File: src/rtl/branch_pkg.sv
// Shared constants and the execute-stage record for branch resolution.
package branch_pkg;

  // Taken codes driven back to the fetch-stage predictor.
  localparam logic [1:0] TAKEN_NT   = 2'b00;
  localparam logic [1:0] TAKEN_T    = 2'b01;
  localparam logic [1:0] TAKEN_IDLE = 2'b10;

  // Branch opcodes (instruction[31:26]).
  localparam logic [5:0] OP_REGIMM = 6'h01;
  localparam logic [5:0] OP_BEQ    = 6'h04;
  localparam logic [5:0] OP_BNE    = 6'h05;
  localparam logic [5:0] OP_BLEZ   = 6'h06;
  localparam logic [5:0] OP_BGTZ   = 6'h07;

  // REGIMM sub-selectors (instruction[20:16]).
  localparam logic [4:0] RT_BLTZ = 5'd0;
  localparam logic [4:0] RT_BGEZ = 5'd1;

  // Contents of the execute-stage register.
  typedef struct packed {
    logic        valid;
    logic [5:0]  opcode;
    logic [4:0]  rt_field;
    logic [31:0] rs;
    logic [31:0] rt;
    logic        pred;
  } br_ex_t;

endpackage

File: src/rtl/branch_cond_eval.sv
// Combinational branch condition evaluator. legal=0 means the opcode /
// rt_field pair is not a conditional branch; cond is then meaningless (0).
module branch_cond_eval
  import branch_pkg::*;
(
  input  logic [5:0]  opcode,
  input  logic [4:0]  rt_field,
  input  logic [31:0] rs,
  input  logic [31:0] rt,
  output logic        cond,
  output logic        legal
);

  // Decode the branch kind and evaluate its signed comparison.
  always_comb begin
    cond  = 1'b0;
    legal = 1'b0;
    case (opcode)
      OP_BEQ: begin
        legal = 1'b1;
        cond  = (rs == rt);
      end
      OP_BNE: begin
        legal = 1'b1;
        cond  = (rs != rt);
      end
      OP_BLEZ: begin
        legal = 1'b1;
        cond  = ($signed(rs) <= 32'sd0);
      end
      OP_BGTZ: begin
        legal = 1'b1;
        cond  = ($signed(rs) > 32'sd0);
      end
      OP_REGIMM: begin
        if (rt_field == RT_BLTZ) begin
          legal = 1'b1;
          cond  = rs[31];
        end else if (rt_field == RT_BGEZ) begin
          legal = 1'b1;
          cond  = ~rs[31];
        end
      end
      default: begin
        cond  = 1'b0;
        legal = 1'b0;
      end
    endcase
  end

endmodule

File: src/rtl/branch_resolve.sv
// Execute-stage branch resolution: captures a branch from decode, resolves
// it one edge later, and reports taken/mispredict plus saturating stats.
//
// Handshake: there is no backpressure toward decode. dec_valid=1 offers a
// branch; it is accepted at the next edge unless stall or flush is high.
// An accepted branch produces exactly one non-idle taken code, registered
// at the first edge where it sits in EX with stall=0 and flush=0; taken is
// TAKEN_IDLE (and mispredict 0) on every other cycle.
module branch_resolve
  import branch_pkg::*;
#(
  parameter int CNT_W    = 16,
  parameter bit EN_STATS = 1'b1
) (
  input  logic             clk,
  input  logic             reset,
  input  logic             dec_valid,
  input  logic [5:0]       dec_opcode,
  input  logic [4:0]       dec_rt_field,
  input  logic [31:0]      rs_val,
  input  logic [31:0]      rt_val,
  input  logic             dec_pred,
  input  logic             stall,
  input  logic             flush,
  input  logic             stats_clr,
  output logic [1:0]       taken,
  output logic             mispredict,
  output logic [CNT_W-1:0] br_count,
  output logic [CNT_W-1:0] misp_count
);

  br_ex_t ex_q;
  logic   cond;
  logic   legal;
  logic   fire;

  // EX stage register: flush kills, stall holds, otherwise load from decode.
  always_ff @(posedge clk or posedge reset) begin
    if (reset) begin
      ex_q <= '0;
    end else if (flush) begin
      ex_q.valid <= 1'b0;
    end else if (!stall) begin
      ex_q <= '{valid:    dec_valid,
                opcode:   dec_opcode,
                rt_field: dec_rt_field,
                rs:       rs_val,
                rt:       rt_val,
                pred:     dec_pred};
    end
  end

  branch_cond_eval u_cond (
    .opcode   (ex_q.opcode),
    .rt_field (ex_q.rt_field),
    .rs       (ex_q.rs),
    .rt       (ex_q.rt),
    .cond     (cond),
    .legal    (legal)
  );

  // A non-branch in EX is treated as an empty slot.
  assign fire = ex_q.valid & ~stall & ~flush & legal;

  // Resolution output register, idle unless a branch fires this cycle.
  always_ff @(posedge clk or posedge reset) begin
    if (reset) begin
      taken      <= TAKEN_IDLE;
      mispredict <= 1'b0;
    end else if (fire) begin
      taken      <= {1'b0, cond};
      mispredict <= (cond != ex_q.pred);
    end else begin
      taken      <= TAKEN_IDLE;
      mispredict <= 1'b0;
    end
  end

  if (EN_STATS) begin : g_stats
    // Saturating statistics; a clear wins over a same-cycle increment.
    always_ff @(posedge clk or posedge reset) begin
      if (reset) begin
        br_count   <= '0;
        misp_count <= '0;
      end else if (stats_clr) begin
        br_count   <= '0;
        misp_count <= '0;
      end else if (fire) begin
        if (br_count != '1) br_count <= br_count + 1'b1;
        if ((cond != ex_q.pred) && (misp_count != '1)) misp_count <= misp_count + 1'b1;
      end
    end
  end else begin : g_no_stats
    assign br_count   = '0;
    assign misp_count = '0;
  end

endmodule
File: config.mk
export PLATFORM = sky130hd
export DESIGN_NAME = branch_resolve
export DESIGN_NICKNAME = d
export VERILOG_FILES = /design/src/rtl/branch_pkg.sv /design/src/rtl/branch_cond_eval.sv /design/src/rtl/branch_resolve.sv
export SDC_FILE = /design/constraint.sdc
export NUM_CORES = 1
export LEC_CHECK = 0
export CAP_MARGIN = 40
export CORE_ASPECT_RATIO = 1.4
export CORE_UTILIZATION = 45
export DETAILED_ROUTE_END_ITERATION = 16
export PLACE_DENSITY_LB_ADDON = 0.3
export SLEW_MARGIN = 20
export SYNTH_ARGS = -nofsm -noshare
export SYNTH_HDL_FRONTEND = slang
export SYNTH_HIERARCHICAL = 1
export SYNTH_SLANG_ARGS = --single-unit
File: constraint.sdc
create_clock -name clk -period 4.5 [get_ports clk]
set_input_delay 0.9 -clock clk [delete_from_list [all_inputs] [get_ports clk]]
set_output_delay 0.9 -clock clk [all_outputs]
set_load 0.1 [all_outputs]
* After elaboration in Yosys (flattened, before gate mapping)
Index checks and enable logic that the tools add are counted.
** Cells by class
- $lt $le $gt $ge :: 2
- $add $sub $neg :: 2
- Eq/ne operators :: 12
- Bitwise logic cells :: 6
- Muxes and demuxes :: 16
- Reduce and logical (&&, ||, !) cells :: 9
** Operators by type and width (number)
- two-way mux 16 bit :: 6
- two-way mux 77 bit :: 1
- adder 16 x 1 -> 16 bit (second input constant) :: 2
- equality test 32 bit :: 1
- greater-than comparator 32 x 1 -> 1 bit (second input constant) :: 1
- <= comparator 32 x 1 -> 1 bit (second input constant) :: 1
- != test 16 bit (second input constant) :: 2
- != test 32 bit :: 1
- equality test 6 x 3 -> 1 bit (second input constant) :: 4
- equality test 6 x 1 -> 1 bit (second input constant) :: 1
- two-way mux 1 bit :: 6
- AND reduction 2 bit :: 3
- nonzero test 2 bit :: 3
- equality test 5 x 1 -> 1 bit (second input constant) :: 1
- zero test 5 bit :: 1
- one-hot mux 1 bit (5 select lines) :: 1
- OR reduction 4 bit :: 1
- AND 1 bit :: 3
- NOT 1 bit :: 3
- two-way mux 2 bit :: 1
- != test 2 x 1 -> 1 bit (second input constant) :: 1
- one-hot mux 1 bit (2 select lines) :: 1
- logical AND 1 bit :: 1
- != test 1 bit :: 1
** Word-level totals
- Register bits after elaboration :: 112
- Word-level logic and storage cells :: 57

* Logic depth before layout (Yosys ltp)
Gate-level depths: netlist (run 1).
- Depth in word-level cells :: 9
- Gate-level depth with buffers :: 13
- Depth with buffers taken out :: 11

* Cells and area by module
The synthesis (run 1) kept the hierarchy.
** Modules (own cells, without submodules)
- branch_resolve :: area each 4798.4 um^2, times used 1, cells each 373
- branch_cond_eval :: area each 529.3 um^2, times used 1, cells each 69

* Worst setup path after synthesis (run 1)
OpenSTA, ideal clock, no wires.
- Kind :: register to register
- From :: register br_count[1]
- To :: register br_count[14]
- Arrival time :: 2.505 ns
- Stages on the path, launching flop included :: 6
- Clock period less this slack :: 2.583 ns
- Buffers on the path :: 0
- Library setup time :: 0.078 ns
- Path slack :: 1.917 ns
- Path through :: dfrtp_1 -> ha_1 -> nand4_2 -> or3_1 -> or4_1 -> a21oi_1
** On the way
- Word-level cells in the longest chain between the ends :: 4
** RTL lines
- start: declaration :: line branch_resolve.sv:28 : output logic [CNT_W-1:0] br_count,
- start signal: assignment :: line branch_resolve.sv:89 : if (br_count != '1) br_count <= br_count + 1'b1;
- adder 16 x 1 -> 16 bit :: line branch_resolve.sv:89
- two-way mux 16 bit :: line branch_resolve.sv:89
- two-way mux 16 bit :: line branch_resolve.sv:88 : end else if (fire) begin
- two-way mux 16 bit :: line branch_resolve.sv:85 : end else if (stats_clr) begin
Several ways; a longest one is shown, not always the timed one. The select of a mux whose other input is x is not followed.
A chain may end at the register's enable or synchronous reset.

* Final worst setup path (run 1)
- From :: register ex_q[57] (netlist bit)
- To :: register misp_count[8]
** On the way
- Word-level cells in the longest chain between the ends :: 6
** RTL lines
- start: declaration :: line branch_resolve.sv:32 : br_ex_t ex_q;
- start signal: assignment :: line branch_resolve.sv:44 : ex_q <= '{valid: dec_valid,
- greater-than comparator 32 x 1 -> 1 bit (tied with other cells) :: line branch_cond_eval.sv:33 : cond = ($signed(rs) > 32'sd0);
- one-hot mux 1 bit (5 select lines) (*) :: line branch_cond_eval.sv:18 : case (opcode)
- named net cond :: line branch_resolve.sv:33 : logic cond;
- != test 1 bit (*) :: line branch_resolve.sv:90 : if ((cond != ex_q.pred) && (misp_count != '1)) misp_count <= misp_count + 1'b1;
- logical AND 1 bit (*) :: line branch_resolve.sv:90
- nonzero test 2 bit (no source line) (*)
- AND reduction 2 bit (no source line) (*)
- end signal: assignment :: line branch_resolve.sv:90
- end: declaration :: line branch_resolve.sv:29 : output logic [CNT_W-1:0] misp_count
Mark *: on every way through the listed nets, which the timed path passes. The rest lies on a longest branch.

==> results.yml, run 1 <==
cells_and_area:
  drive_above_1_share: 0.247
  n_fill_cell: 854
  finalNetCount: 678
  fin_util: 0.657
  layout_common_cells: "116 x clkdlybuf4s50_1, 111 x dfrtp_1, 76 x mux2_2"
  stdcell_area_um2: 7520
  diodes: 0
  mostFrequentLayoutCell: "clkdlybuf4s50_1"
  synthToLayoutAreaGrowth_pct: 41.2
pwr:
  p_leak_uw: 0.00288
  p_per_area_nw_per_um2: 310
  ir_worst_vdd_mv: 0.205
  finalPower_uw: 2330
critical_path:
  crit_path_frequent_cell: "nand2_1"
  cp.buffers_inverters: 0
  end_kind: "register"
  required_ns: 4.77
  r2r_setup_slack_ns: 1.16
  slowest_delay_ns: 0.62
  crit_end: "misp_count[8]$_DFFE_PP0P_"
  r2r_end: "misp_count[8]$_DFFE_PP0P_"
  cp_num_cells: 10
  crit_fanout: 20
  critPathTopFamily: "simple AND/OR/NAND/NOR gates"
  crit_slowest_cell: "or4_1"
  r2r_cells: 10
  crit_chain: "nor4_1, nand4_1, o21ai_2, nand2_1, o221ai_1, nand2b_1, xor2_1, nand2_1, or4_1, a21oi_1"
  r2r_start: "ex_q[57]$_DFFE_PP0P_"
  startpoint_type: "register"
  critical_path_arrival_ns: 3.61
  worstSetupPathType: "reg2reg"
  crit_start: "ex_q[57]$_DFFE_PP0P_"
yosys:
  synth-xor-area-share: 0.0559
  synth_ff_type: "dfrtp_1"
  synth-simple-area-share: 0.152
  async_flop_share: 1.00
  synth_top_area_cell: "dfrtp_1"
  synthesis.area_um2: 5330
  synth_top_family_by_area: "multiplexers"
  synth-compound-area-share: 0.0754
  netlist_top_cells_area: "dfrtp_1 52%, mux2_2 16%, xnor2_1 5.3%, a21oi_1 2.9%, nand4_1 2.7%"
  synth_seq_area_share: 0.526
  syn_nets: 526
  synth_mux_area_frac: 0.165
  synthDistinctLibCells: 50
  synthAdderAreaFrac: 0.00470
  yosys_warnings: 6
  syn_area_per_cell_um2: 12.1
  synth_edf_count: 0
  synth-seq-cells: 112
  syn_inst: 442
  yosysTopAreaCellShare: 0.521
drt:
  vias_per_cell: 5.64
  via_count: 4190
  drtIter0Drc: 125
  ant_nets: 0
  wl_per_cell_um: 17.2
  dr.pass1.iters: 4
  wirelength_um: 12800
  drcViolationCount: 0
timing:
  period_share: 0.742
  whs_ns: 0.514
  finalCriticalPeriod_ns: 3.34
  clock_skew_ns: 0.00839
  slew_headroom: 0.564
  finalHoldViolCount: 0
  rsz0062_at_grt: "no"
  maxSlewViolCount: 0
  setup_tns_ns: 0
  fmax_mhz: 299
  worstMarginPinSlew_ns: 0.653
  finalSetupViolations: 0
global_routing:
  grt_max_degree: 57
  grt_remaining_overflow: 0
  antenna_found_initial: 0
  grt_use_total: 0.226
  grt_pass1_wl_um: 20900
  grt_pass1_vias: 4164
clock_network:
  insertion_delay_ns: 0.35
  cts_made_buffers: 9
  clk_pin_slew_ns: 0.08
  clock_sinks: 112
  cts_setup_buffers: 0
  clockRootBuffer: "clkbuf_16"
  clk_path_buf_depth: 2
  cts_tree: "yes"
  postCtsHoldBufs: 0
  postCtsResizedCells: 0
  cts_max_level: 3
die:
  dieWidth_um: 94.0
  num_rows: 46
  initial_utilization: 0.465
  ioPinCount: 117
  dieArea_um2: 12300
  core_um2: 11500
  die_h_um: 131
status:
  status: "finished, final reports clean"
placement:
  dp_hpwl_um: 9650
  gp_congestion: 0.823
  place_area_um2: 7230
  portBuffers: 116
worst_hold_path:
  holdCritPathClass: "reg2reg"
  hold_depth: 1
flow_run:
  cap_violations: 0
[state kept, by name (all words and copies together), names as in the netlist]
register    cells
br_count       16
taken           2
misp_count     16
mispredict      1
ex_q           77
[layer usage]
| metal | global-route usage | share of wire | wire [um] | vias to the layer above |
|---|---|---|---|---|
| li1 | - | - | - | 1982 |
| met4 | 0.0814 | 0.020 | 254 | 0 |
| met5 | 0 | 0 | 0 | - |
| met1 | 0.272 | 0.40 | 5050 | 2082 |
| met2 | 0.403 | 0.55 | 7040 | 112 |
| met3 | 0.0399 | 0.035 | 445 | 14 |
[metrics by stage]
step                setup slack, ns  std cells
finish                         1.16        743
global route                  0.977        743
CTS                            1.22        743
detailed placement             1.22        727
global placement               1.30        688
floorplan                     0.643        442
[area by class of cell]
class,instances,area [um2],share of cell area
flip-flops and latches,112,2800,0.373
multi-input cells,304,2420,0.322
repair buffers,159,1800,0.239
clock buffers,9,225,0.0299
well taps,144,180,0.0239
clock inverters,7,65.1,0.00865
inverters,8,32.5,0.00432
[power breakdown]
group | internal, uW | switching [uW] | total, uW
logic | 220 | 130 | 350
clock network | 389 | 395 | 784
registers | 1110 | 89.7 | 1200
[synth_stat cells (2+ instances only)]
cell and instances:
o31ai_1 17, nand4_1 23, nand3_1 16, and2_1 2, buf_1 2, dfrtp_1 111, mux2_2 76, clkbuf_1 8
xnor2_1 32, nor4_1 11, or3_1 5, ha_1 2, nand3b_1 2, inv_1 7, nor2_1 8, nor3_1 7
o41ai_1 4, buf_2 7, or4b_1 3, and3_1 3, xor2_1 2, a21oi_1 31, nor4_2 4, or4_1 16
o21ai_1 5, and4_1 5, nand2_1 10
[cell families (layout without fill, tap and decap cells)]
group,after synthesis,in the layout
buffers and inverters,26,183
multiplexers,78,78
flip-flops,112,112
adder cells (fa/ha/maj),2,2
XOR/XNOR,34,34
AND/OR/NAND/NOR,126,126
AO/OA/AOI/OAI,64,64
[how the worst min path moves through the flow]
stage,endpoint,from
floorplan,ex_q[66]$_DFFE_PP0P_,ex_q[66]$_DFFE_PP0P_
global placement,ex_q[73]$_DFFE_PP0P_,ex_q[73]$_DFFE_PP0P_
detailed placement,ex_q[74]$_DFFE_PP0P_,ex_q[74]$_DFFE_PP0P_
CTS,ex_q[74]$_DFFE_PP0P_,ex_q[74]$_DFFE_PP0P_
global route,ex_q[74]$_DFFE_PP0P_,ex_q[74]$_DFFE_PP0P_
finish,ex_q[74]$_DFFE_PP0P_,ex_q[74]$_DFFE_PP0P_
[worst reg2reg max path, delay by kind of cell, from the launching register on]
kind	cells	cell delay [ns]
DFF	1	0.40
AOI/OAI and AO/OA	3	0.55
and+or+nand+nor	6	2.00
xor gates and xnor gates	1	0.31
(Power assumes the default switching activity.)
==> inputs of run 2 (changes only) <==
clock period = 3 ns   (was 4.5 ns; I/O delays follow)
==> results.yml, run 2 (same netlist as run 1, synthesis figures left out) <==
timing:
  fin_ws_ns: 0.169
  period_share: 0.944
  worstMarginPinSlew_ns: 0.673
  maxSlewViolCount: 0
  fmax_mhz: 353
  rsz0062_at_grt: "yes"
  finalHoldViolCount: 0
  whs_ns: 0.511
  finalSetupViolations: 0
  slew_headroom: 0.550
  setup_tns_ns: 0
  clock_skew_ns: 0.00805
  finalCriticalPeriod_ns: 2.83
clock_network:
  clk_path_buf_depth: 2
  cts_tree: "yes"
  postCtsHoldBufs: 0
  clk_pin_slew_ns: 0.07
  clock_sinks: 112
  clockRootBuffer: "clkbuf_16"
  cts_made_buffers: 9
  cts_max_level: 3
  insertion_delay_ns: 0.34
critical_path:
  worstSetupPathType: "reg2reg"
  crit_fanout: 20
  end_kind: "register"
  crit_path_frequent_cell: "nand2_1"
  crit_slowest_cell: "or4_1"
  slowest_delay_ns: 0.54
  startpoint_type: "register"
  critPathTopFamily: "simple AND/OR/NAND/NOR gates"
  required_ns: 3.25
  critical_path_arrival_ns: 3.08
  crit_chain: "xnor2_2, nand4_1, nor4_1, nand2_1, o221ai_1, nand2b_4, xor2_1, nand2_1, buf_4, or4_1, a21oi_1"
  cp.buffers_inverters: 1
pwr:
  finalPower_uw: 3630
  power.internal_uw: 2760
  pwr-share-seq: 0.502
  ir_worst_vdd_mv: 0.319
  p_sw_frac: 0.239
  p_leak_uw: 0.00276
  switchingPower_uw: 867
  p_per_area_nw_per_um2: 513
  pwr-share-comb: 0.153
  clock_power_share: 0.345
global_routing:
  grt_remaining_overflow: 0
  antenna_found_initial: 0
  grt_pass1_wl_um: 20000
  grt_use_total: 0.213
  grt_pass1_vias: 4076
  grt_max_degree: 113
die:
  core_um2: 11500
  num_rows: 46
  dieArea_um2: 12300
  die_h_um: 131
  initial_utilization: 0.465
  dieWidth_um: 94.0
  ioPinCount: 117
placement:
  place_area_um2: 6630
  gp_congestion: 0.847
  dp_hpwl_um: 9070
  portBuffers: 116
  dp_slack_ns: 0.0461
status:
  status: "finished, final reports clean"
cells_and_area:
  finalNetCount: 648
  largest_reg_flops: 77
  layout_common_cells: "107 x dfrtp_1, 81 x clkdlybuf4s50_1, 76 x mux2_2"
  n_fill_cell: 908
  mostFrequentLayoutCell: "dfrtp_1"
  drive_above_1_share: 0.293
  reg_top3: "ex_q (77), br_count (16), misp_count (16)"
  stdcell_area_um2: 7060
  diodes: 0
  largest_register: "ex_q"
  synthToLayoutAreaGrowth_pct: 32.6
drt:
  drtIter0Drc: 158
  dr.pass1.iters: 4
  ant_nets: 0
  via_count: 4070
  wl_per_cell_um: 17.5
  wirelength_um: 12500
  vias_per_cell: 5.71
  drcViolationCount: 0
worst_hold_path:
  holdCritPathClass: "reg2reg"
flow_run:
  cap_violations: 0
run 2: repair_timing:
item,CTS,global route
setup endpoints to repair,0,13
buffers inserted,0,1
gates resized for setup,0,20
run 2: final cells by class:
cell class                 count  area [um2]  area share
sequential                   112        2810       0.398
tap                          144         180      0.0255
clock inverter                 3        68.8     0.00974
inverter                       8        33.8     0.00478
multi-input combinational    304        2540       0.359
timing repair buffer         129        1200       0.169
clock buffer                  13         240      0.0340
run 2: routing by layer:
| metal | wire length [um] | vias up | global-route usage |
|---|---|---|---|
| met1 | 4940 | 2000 | 0.256 |
| met2 | 6720 | 128 | 0.376 |
| met3 | 532 | 23 | 0.0336 |
| met5 | 0 | - | 0 |
| li1 | - | 1919 | - |
| met4 | 299 | 0 | 0.0941 |
run 2: path summary, 6_finish.rpt:
check / start / to / slack, ns / cells past startpoint
hold reg to reg: ex_q[66]$_DFFE_PP0P_ / ex_q[66]$_DFFE_PP0P_ / 0.51 / 1
hold / removal: ex_q[66]$_DFFE_PP0P_ / ex_q[66]$_DFFE_PP0P_ / 0.51 / 1
setup / recovery: ex_q[45]$_DFFE_PP0P_ / misp_count[6]$_DFFE_PP0P_ / 0.17 / 11
min in group asynchronous: reset / misp_count[4]$_DFFE_PP0P_ / 0.78 / 3
setup reg to reg: ex_q[45]$_DFFE_PP0P_ / misp_count[6]$_DFFE_PP0P_ / 0.17 / 11
max in group asynchronous: reset / ex_q[39]$_DFFE_PP0P_ / 1.75 / 3
run 2: power by group through the flow:
stage | Clock [uW] | Sequential (uW) | Combinational [uW]
after floorplan | 0 | 1790 | 334
after global placement | 0 | 1820 | 517
after detailed placement | 0 | 1830 | 530
after CTS | 1290 | 1800 | 532
after global routing | 1340 | 1840 | 600
final | 1250 | 1820 | 554
run 2: worst reg2reg max path: cells and delay by family, from the launching register on:
kind            cells  cell delay, ns
compound gates      2            0.37
flops               1            0.45
simple gates        6            1.34
buf+inv             1            0.19
xor+xnor            2            0.40
run 2: through the flow:
step | util | cells
2_1_floorplan | - | 442
3_3_place_gp | 0.579 | 696
3_5_place_dp | 0.579 | 696
4_1_cts | 0.606 | 712
5_1_grt | 0.617 | 713
6_report | 0.617 | 713
